File: config.mk
export PLATFORM = sky130hd
export DESIGN_NAME = fir_block_sequencer
export DESIGN_NICKNAME = d
export VERILOG_FILES = /design/src/rtl/fir_block_sequencer.sv
export SDC_FILE = /design/constraint.sdc
export NUM_CORES = 2
export LEC_CHECK = 0
export ABC_AREA = 0
export ABC_CLOCK_PERIOD_IN_PS = 10900
export CORE_MARGIN = 2
export CORE_UTILIZATION = 45
export CTS_CLUSTER_SIZE = 24
export DETAILED_ROUTE_END_ITERATION = 8
export GPL_TIMING_DRIVEN = 0
export PLACE_DENSITY = 0.65
export SLEW_MARGIN = 5
export SYNTH_ARGS = -nofsm -noshare
export SYNTH_HDL_FRONTEND = slang
export SYNTH_SLANG_ARGS = --single-unit
File: constraint.sdc
create_clock -name clk -period 10.9 [get_ports clk]
set_clock_uncertainty 0.2 [all_clocks]
set_input_delay 1.635 -clock clk [delete_from_list [all_inputs] [get_ports clk]]
set_output_delay 1.635 -clock clk [all_outputs]
set_load 0.03 [all_outputs]
File: src/rtl/fir_block_sequencer.sv
// Block sequencer for a free-running FIR core: buffers a block, clears the core, streams it
// with a zero tail and captures results. Optional key gating: FIR_BLOCK_SEQ_KEYGATE_EN.
module fir_block_sequencer #(
  parameter int unsigned DEPTH      = 64,
  parameter int unsigned FIR_LAT    = 1,
  parameter int unsigned TAIL       = 31,
  parameter int unsigned CLR_CYCLES = 2
) (
  input  logic        clk,
  input  logic        reset,
  input  logic        s_valid,
  output logic        s_ready,
  input  logic [31:0] s_data,
  output logic        m_valid,
  input  logic        m_ready,
  output logic [31:0] m_data,
  input  logic        cfg_start,
  input  logic [15:0] cfg_len,
  output logic        busy,
  output logic        done,
  output logic        err,
  input  logic        key_ready,
  output logic        fir_reset,
  output logic [31:0] fir_in,
  input  logic [31:0] fir_out
);

  localparam int unsigned AW = $clog2(DEPTH);
  localparam int unsigned CW = AW + 1;
  localparam logic [16:0] DepthW = 17'(DEPTH);
  localparam logic [16:0] TailW  = 17'(TAIL);
  localparam logic [16:0] LatW   = 17'(FIR_LAT);
  localparam logic [15:0] ClrLast = 16'((CLR_CYCLES > 0) ? CLR_CYCLES - 1 : 0);

  typedef enum logic [2:0] {StIdle, StLoad, StClear, StRun, StFlush, StDrain} state_e;

  state_e      state_q, state_d;
  logic [15:0] len_q, len_d;
  logic [15:0] cnt_q, cnt_d;
  logic [15:0] clr_q, clr_d;
  logic        err_q, err_d;
  logic [31:0] fir_in_q, fir_in_d;

  // Input FIFO
  logic [31:0]   in_mem [DEPTH];
  logic [AW-1:0] in_wptr_q, in_rptr_q;
  logic [CW-1:0] in_count_q;
  logic          in_push, in_pop;
  logic [31:0]   in_head;

  // Output FIFO
  logic [31:0]   out_mem [DEPTH];
  logic [AW-1:0] out_wptr_q, out_rptr_q;
  logic [CW-1:0] out_count_q;
  logic          out_push, out_pop, out_flush;

  logic [16:0] cnt_x, len_x, len_tail, cfg_len_tail, out_free;
  logic        cap_active, cap_last;

  assign s_ready = ~in_count_q[AW];
  assign in_push = s_valid & s_ready;
  assign in_head = in_mem[in_rptr_q];

  assign m_valid = (out_count_q != '0);
  assign m_data  = m_valid ? out_mem[out_rptr_q] : '0;
  assign out_pop = m_valid & m_ready;

  assign cnt_x        = {1'b0, cnt_q};
  assign len_x        = {1'b0, len_q};
  assign len_tail     = len_x + TailW;
  assign cfg_len_tail = {1'b0, cfg_len} + TailW;
  assign out_free     = DepthW - 17'(out_count_q);

  assign cap_active = (state_q == StRun) || (state_q == StFlush) || (state_q == StDrain);
  assign out_push   = cap_active && (cnt_x >= LatW) && (cnt_x < LatW + len_tail) && !out_flush;
  assign cap_last   = cap_active && (cnt_x == LatW + len_tail - 17'd1);

  assign busy      = (state_q != StIdle);
  assign fir_reset = (state_q == StIdle) || (state_q == StLoad) || (state_q == StClear);
  assign fir_in    = fir_in_q;
  assign err       = err_q;

`ifndef FIR_BLOCK_SEQ_KEYGATE_EN
  logic unused_key_ready;
  assign unused_key_ready = key_ready;
`endif

  always_comb begin
    state_d   = state_q;
    len_d     = len_q;
    cnt_d     = cnt_q;
    clr_d     = clr_q;
    err_d     = err_q;
    fir_in_d  = '0;
    in_pop    = 1'b0;
    out_flush = 1'b0;
    done      = 1'b0;

    unique case (state_q)
      StIdle: begin
        if (cfg_start) begin
          if (cfg_len == 16'd0 || cfg_len_tail > DepthW
`ifdef FIR_BLOCK_SEQ_KEYGATE_EN
              || !key_ready
`endif
              ) begin
            err_d = 1'b1;
          end else begin
            len_d   = cfg_len;
            state_d = StLoad;
          end
        end
      end
      StLoad: begin
        clr_d = '0;
        cnt_d = '0;
        if (17'(in_count_q) >= len_x && out_free >= len_tail) state_d = StClear;
      end
      StClear: begin
        // The first sample is popped here so it sits on fir_in in the first RUN cycle.
        if (clr_q == ClrLast) begin
          in_pop   = 1'b1;
          fir_in_d = in_head;
          cnt_d    = '0;
          state_d  = StRun;
        end else begin
          clr_d = clr_q + 16'd1;
        end
      end
      StRun: begin
        cnt_d = cnt_q + 16'd1;
        if (cnt_x + 17'd1 < len_x) begin
          in_pop   = 1'b1;
          fir_in_d = in_head;
        end else begin
          state_d = (TAIL == 0) ? StDrain : StFlush;
        end
      end
      StFlush: begin
        cnt_d = cnt_q + 16'd1;
        if (cnt_x == len_tail - 17'd1) state_d = StDrain;
      end
      StDrain: cnt_d = cnt_q + 16'd1;
      default: state_d = StIdle;
    endcase

    if (cap_last) begin
      done    = 1'b1;
      state_d = StIdle;
    end

`ifdef FIR_BLOCK_SEQ_KEYGATE_EN
    // Losing the key aborts the block; unread input words stay queued.
    if (busy && !key_ready) begin
      done      = 1'b0;
      in_pop    = 1'b0;
      fir_in_d  = '0;
      out_flush = 1'b1;
      err_d     = 1'b1;
      state_d   = StIdle;
    end
`endif
  end

  always_ff @(posedge clk) begin
    if (reset) begin
      state_q  <= StIdle;
      len_q    <= '0;
      cnt_q    <= '0;
      clr_q    <= '0;
      err_q    <= 1'b0;
      fir_in_q <= '0;
    end else begin
      state_q  <= state_d;
      len_q    <= len_d;
      cnt_q    <= cnt_d;
      clr_q    <= clr_d;
      err_q    <= err_d;
      fir_in_q <= fir_in_d;
    end
  end

  always_ff @(posedge clk) begin
    if (in_push) in_mem[in_wptr_q] <= s_data;
  end

  always_ff @(posedge clk) begin
    if (reset) begin
      in_wptr_q  <= '0;
      in_rptr_q  <= '0;
      in_count_q <= '0;
    end else begin
      if (in_push) in_wptr_q <= in_wptr_q + 1'b1;
      if (in_pop)  in_rptr_q <= in_rptr_q + 1'b1;
      in_count_q <= in_count_q + CW'(in_push) - CW'(in_pop);
    end
  end

  always_ff @(posedge clk) begin
    if (out_push) out_mem[out_wptr_q] <= fir_out;
  end

  always_ff @(posedge clk) begin
    if (reset || out_flush) begin
      out_wptr_q  <= '0;
      out_rptr_q  <= '0;
      out_count_q <= '0;
    end else begin
      if (out_push) out_wptr_q <= out_wptr_q + 1'b1;
      if (out_pop)  out_rptr_q <= out_rptr_q + 1'b1;
      out_count_q <= out_count_q + CW'(out_push) - CW'(out_pop);
    end
  end

endmodule

[Word-level counts from Yosys, hierarchy flattened]
Memory sizes are Yosys's and may differ from the RTL's. A register that Yosys moved wholly into a read port is not among the register bits.
Index checks and enable logic that the tools add are counted.
Storage, ports and cells
  flip-flop bits (word level): 122
  bits in writable memories: 4096
  output and inout bits: 70
  memories kept: 2
Operators by class
  add/subtract/negate cells: 17
  order comparisons: 6
  equal/unequal tests: 15
  muxes and demuxes: 27
  bitwise operators: 5
  reduce and logical (&&, ||, !) cells: 22
Memory list
  in_mem: words 64, width 32, rd ports 1, clocked after memory_dff 1, write ports 1, RTL line 45  | logic [31:0] in_mem [DEPTH];
  out_mem: words 64, width 32, rd ports 1, clocked after memory_dff 1, write ports 1, RTL line 52  | logic [31:0] out_mem [DEPTH];
Operators by type and width (count)
  32-bit 2-to-1 mux: 3
  32-bit one-hot mux with 2 select lines: 1
  16-bit one-hot mux with 3 select lines: 1
  16-bit by 5-bit adder with 17-bit output, second input constant: 2
  16-bit by 17-bit == test with 1-bit output: 2
  17-bit by 1-bit subtractor with 17-bit output, second input constant: 2
  16-bit by 1-bit adder with 16-bit output, second input constant: 2
  16-bit 2-to-1 mux: 2
  16-bit one-hot mux with 2 select lines: 1
  6-bit by 1-bit adder with 6-bit output, second input constant: 4
  6-bit 2-to-1 mux: 4
  3-bit 2-to-1 mux: 6
  3-bit one-hot mux with 6 select lines: 1
  1-bit by 17-bit adder with 17-bit output, first input constant: 1
  16-bit by 1-bit adder with 17-bit output, second input constant: 1
  17-bit >= comparator: 1
  17-bit by 7-bit > comparator with 1-bit output, second input constant: 1
  16-bit by 17-bit less-than comparator with 1-bit output: 1
  17-bit by 16-bit less-than comparator with 1-bit output: 1
  16-bit by 1-bit == test with 1-bit output, second input constant: 1
  16-bit by 1-bit >= comparator with 1-bit output, second input constant: 1
  7-bit by 16-bit >= comparator with 1-bit output: 1
  16-bit logical NOT: 1
  7-bit by 1-bit adder with 7-bit output: 2
  22 further kinds: 49

[Logic depth before layout (Yosys ltp)]
  depth after elaboration: 7
  mapped depth: 33

[Worst setup path after synthesis]
No wires, ideal clock.
  path type: register to register
  from: register len_q[0]
  to: memory out_mem[62][0], enable pin
  arrival: 5908 ps
  data required time: 10279 ps
  path slack: 4371 ps
  cell stages (with the launch flop): 22
  path buffers: 3
  path through: dfxtp_1 clkbuf_1 inv_1 ha_1 buf_1 xor2_1 nor4_2 o22a_1 and2_1 buf_2 xnor2_1 inv_1 ha_1 a2111o_1 o22ai_1 a31oi_1 o21ai_1 a31oi_1 o31ai_4 and2b_2 nand3_2 nor2_1
Between the ends
  word-level cells in the longest chain between the ends: 6
Ends and longest elaborated chain
  from (decl): RTL line 38  | logic [15:0] len_q, len_d;
  from (signal assigned): RTL line 175  | len_q <= len_d;
  16-bit by 5-bit adder with 17-bit output: RTL line 70  | assign len_tail = len_x + TailW;
  1-bit by 17-bit adder with 17-bit output: RTL line 75  | assign out_push = cap_active && (cnt_x >= LatW) && (cnt_x < LatW + len_tail) && !out_flush;
  16-bit by 17-bit less-than comparator with 1-bit output: RTL line 75
  1-bit logical AND: RTL line 75
  1-bit 2-to-1 mux: RTL line 200  | if (out_push) out_mem[out_wptr_q] <= fir_out;
  1-bit 2-to-1 mux (implied by the code): RTL line 200
  to (decl): RTL line 52
Every way passes these cells.

==> qor.csv <==
metric,value,unit
Max-slew headroom,0.0510,
final net count,8128,
Root Driver,clkbuf_16,
Clock Tree Buf Depth,4,
clock sink count,4230,
Hold Buf Count CTS,0,
post-synthesis sequential area ratio,0.762,
vias in the first global route,81257,
RSZ-0062 raised after global routing,false,
"EDFF count, synth",4096,
final hold vios,0,
Total Die Area,371000,µm²
setup TNS,0,ns
status,"finished, final reports clean",
CP peak stage delay,1.00,ns
Main synth FF type,edfxtp_1,
DRT Pass-1 Iters,5,
Min-Delay Path Depth,2,
Antenna Nets Post-Route,0,
WP data required,9.07,ns
r2r startpoint,len_q[0],
RR Endpoint,out_mem[11][12],
share of layout cells above drive strength 1,0.287,
CTS H-tree depth,5,
setup bufs post-CTS,0,
static leakage power,0.0573,µW
R2R cell count,20,
initial antenna violation count,25,
power density over cell area,188,nW/µm²
grt ovf,0,
# port buffers,154,
design area,191000,µm²
DRC errors left,0,
Clock Latency Late Sink,0.98,ns
crit path time final,9.00,ns
CP endpoint kind,primary output,
startpoint types,register,
Max Slew Vio Count,0,
critical path peak fanout,10,
Mapped Area,165000,µm²
Vert. Die Dim,609,µm
fillers,27478,
"FFs w/ async S/R, synth",0,
TritonCTS clock tree,done,
HP Class,reg2reg,
CTS Buf Count,415,
# setup viols final,0,
top-level port count,156,
worst path arrival time,7.17,ns
placed cell area,178000,µm²
DP HPWL,289,mm
#FFs+latches synth,4230,
Yosys cell types,96,
hold_sp,out_rptr_q[5],
Max-Cap Viols,0,
family with the most delay on the worst path,buffers and inverters,
Routed WL,431,mm
synth warn,0,
Syn Nets,7336,
Final period util,0.826,
routed length per instance,32.8,µm
Fmax,111,MHz
crit-path cells,"clkbuf_1, clkbuf_1, buf_1, buf_1, mux4_2, mux4_2, a211oi_1, a211oi_1, clkdlybuf4s50_1",
Synth-to-Final Area Change,16.1,%
Buf/Inv on CP,5,
Tightest Pin Transition,1.42,ns
First DRT Iteration DRCs,10826,
VDD IR-drop max,0.000180,V
DR vias/cell,6.12,
largest net degree at the start of global routing,61,
post_cts resized,0,
global-route wire length before repair,609,mm
GRT Total Usage,0.231,
slowest CP cell,buf_1,
final hold slack,0.305,ns
Crit Path Class,reg2out,
clock slew seen by the registers of the worst setup and hold paths,0.06,ns
core area,365000,µm²
Gate Count Post-Synth,7162,
Syn Area/Cell,23.0,µm²
FP Rows,222,
Initial Util,0.451,
Via Count,80337,
Final Wtd Congestion,0.851,
r2r setup slk,1.98,ns
Die W,609,µm
## logic make-up (layout without fill, tap and decap cells)
group	after synthesis	in the layout	share of synthesized area
AO/OA/AOI/OAI	275	275	0.0117
multiplexers	1358	1358	0.182
buffers and inverters	449	1590	0.0103
adder cells (fa/ha/maj)	88	88	0.00677
AND/OR/NAND/NOR	646	646	0.0199
flip-flops	4230	4230	0.762
XOR/XNOR	116	116	0.00650
other	0	10	0
## area by class of cell
| class | instances | area, µm² | share of cell area |
|---|---|---|---|
| Sequential cell | 4230 | 126000 | 0.657 |
| Multi-Input combinational cell | 2483 | 38400 | 0.201 |
| Clock buffer | 527 | 11100 | 0.0581 |
| Timing Repair Buffer | 375 | 6190 | 0.0323 |
| Tap cell | 4816 | 6030 | 0.0315 |
| Clock inverter | 239 | 2190 | 0.0115 |
| Buffer | 384 | 1470 | 0.00766 |
| Inverter | 65 | 245 | 0.00128 |
| Antenna cell | 10 | 25.0 | 0.000131 |
## state kept, by name, summed over array words and instances, names as in the netlist, 6 cells and up, named ones only
register,cells
clr_q,16
cnt_q,16
fir_in,32
in_count_q,7
in_mem,2048
in_rptr_q,6
in_wptr_q,6
len_q,16
out_count_q,7
out_mem,2048
out_rptr_q,6
out_wptr_q,6
## cells in the final DEF, fill, tap and decap left out, types with 90 or more instances in the layout
master / n
clkdlybuf4s50_1: 90
nor2_4: 126
clkinv_1: 92
nor2_1: 127
clkbuf_16: 419
buf_12: 144
edfxtp_1: 4096
mux4_2: 1318
dfxtp_1: 134
buf_1: 113
clkbuf_1: 342
## worst register-to-register path: stages (launching register included)
cell and delay [ns]:
dfxtp_1 0.69, clkbuf_1 0.46, inv_1 0.21, ha_1 0.31, buf_1 0.25, nor2b_1 0.23
a21boi_0 0.16, o221ai_2 0.50, nand2b_1 0.40, nor2_1 0.10, xnor2_1 0.48, ha_1 0.34
o21a_1 0.10, o22ai_1 0.14, a31oi_1 0.10, o21ai_1 0.17, a31oi_1 0.16, o31ai_4 0.97
nand4b_1 1.17, nor2_4 1.15, buf_12 0.29
## worst max-delay path by stage
stage                  start         endpoint  slack [ns]  cells after the start
floorplan           len_q[0]   out_mem[62][0]        4.37                     21
global placement    len_q[0]  out_mem[11][21]        0.32                     19
detailed placement  len_q[0]  out_mem[11][21]        2.15                     20
CTS                 register       m_data[18]        1.85                      9
global route        len_q[0]             done        1.64                     16
finish              register       m_data[16]        1.90                      9
## where the power goes
part	switching [µW]	internal [µW]	leakage (µW)	total, µW
clock network	6140	7880	0.00647	14000
registers	37.0	17900	0.0379	17900
logic	2250	1720	0.0130	3970
## metal layers
metal  vias to the layer above  GRT usage  routed length, µm
li1                      32208          -                  -
met1                     43249      0.309             165000
met2                      4042      0.381             213000
met3                       828     0.0338              33500
met4                        10     0.0951              19900
met5                         -          0                 72
## per-stage QoR
step | cells | utilization | worst slack [ns] | total power (µW)
floorplan | 7162 | - | 4.37 | 20700
global placement | 12132 | 0.472 | 0.323 | 22200
detailed placement | 12353 | 0.487 | 2.15 | 22300
CTS | 13119 | 0.524 | 1.85 | 36100
global route | 13120 | 0.524 | 1.64 | 36900
finish | 13129 | 0.524 | 1.90 | 35900
## synth_stat cells (39+ instances only)
cell type / n / area [µm²]
nor2b_1: 64 / 400
mux4_2: 1318 / 29700
edfxtp_1: 4096 / 123000
xnor2_1: 69 / 604
dfxtp_1: 134 / 2680
a211oi_1: 63 / 473
ha_1: 86 / 1080
mux2i_1: 39 / 390
a21oi_1: 51 / 255
o21ai_0: 41 / 205
buf_1: 114 / 428
nand2_1: 83 / 312
inv_1: 60 / 225
nor2_1: 254 / 953
nand3_1: 48 / 240
xor2_1: 42 / 368
clkbuf_1: 261 / 980
(Power assumes the default switching activity.)
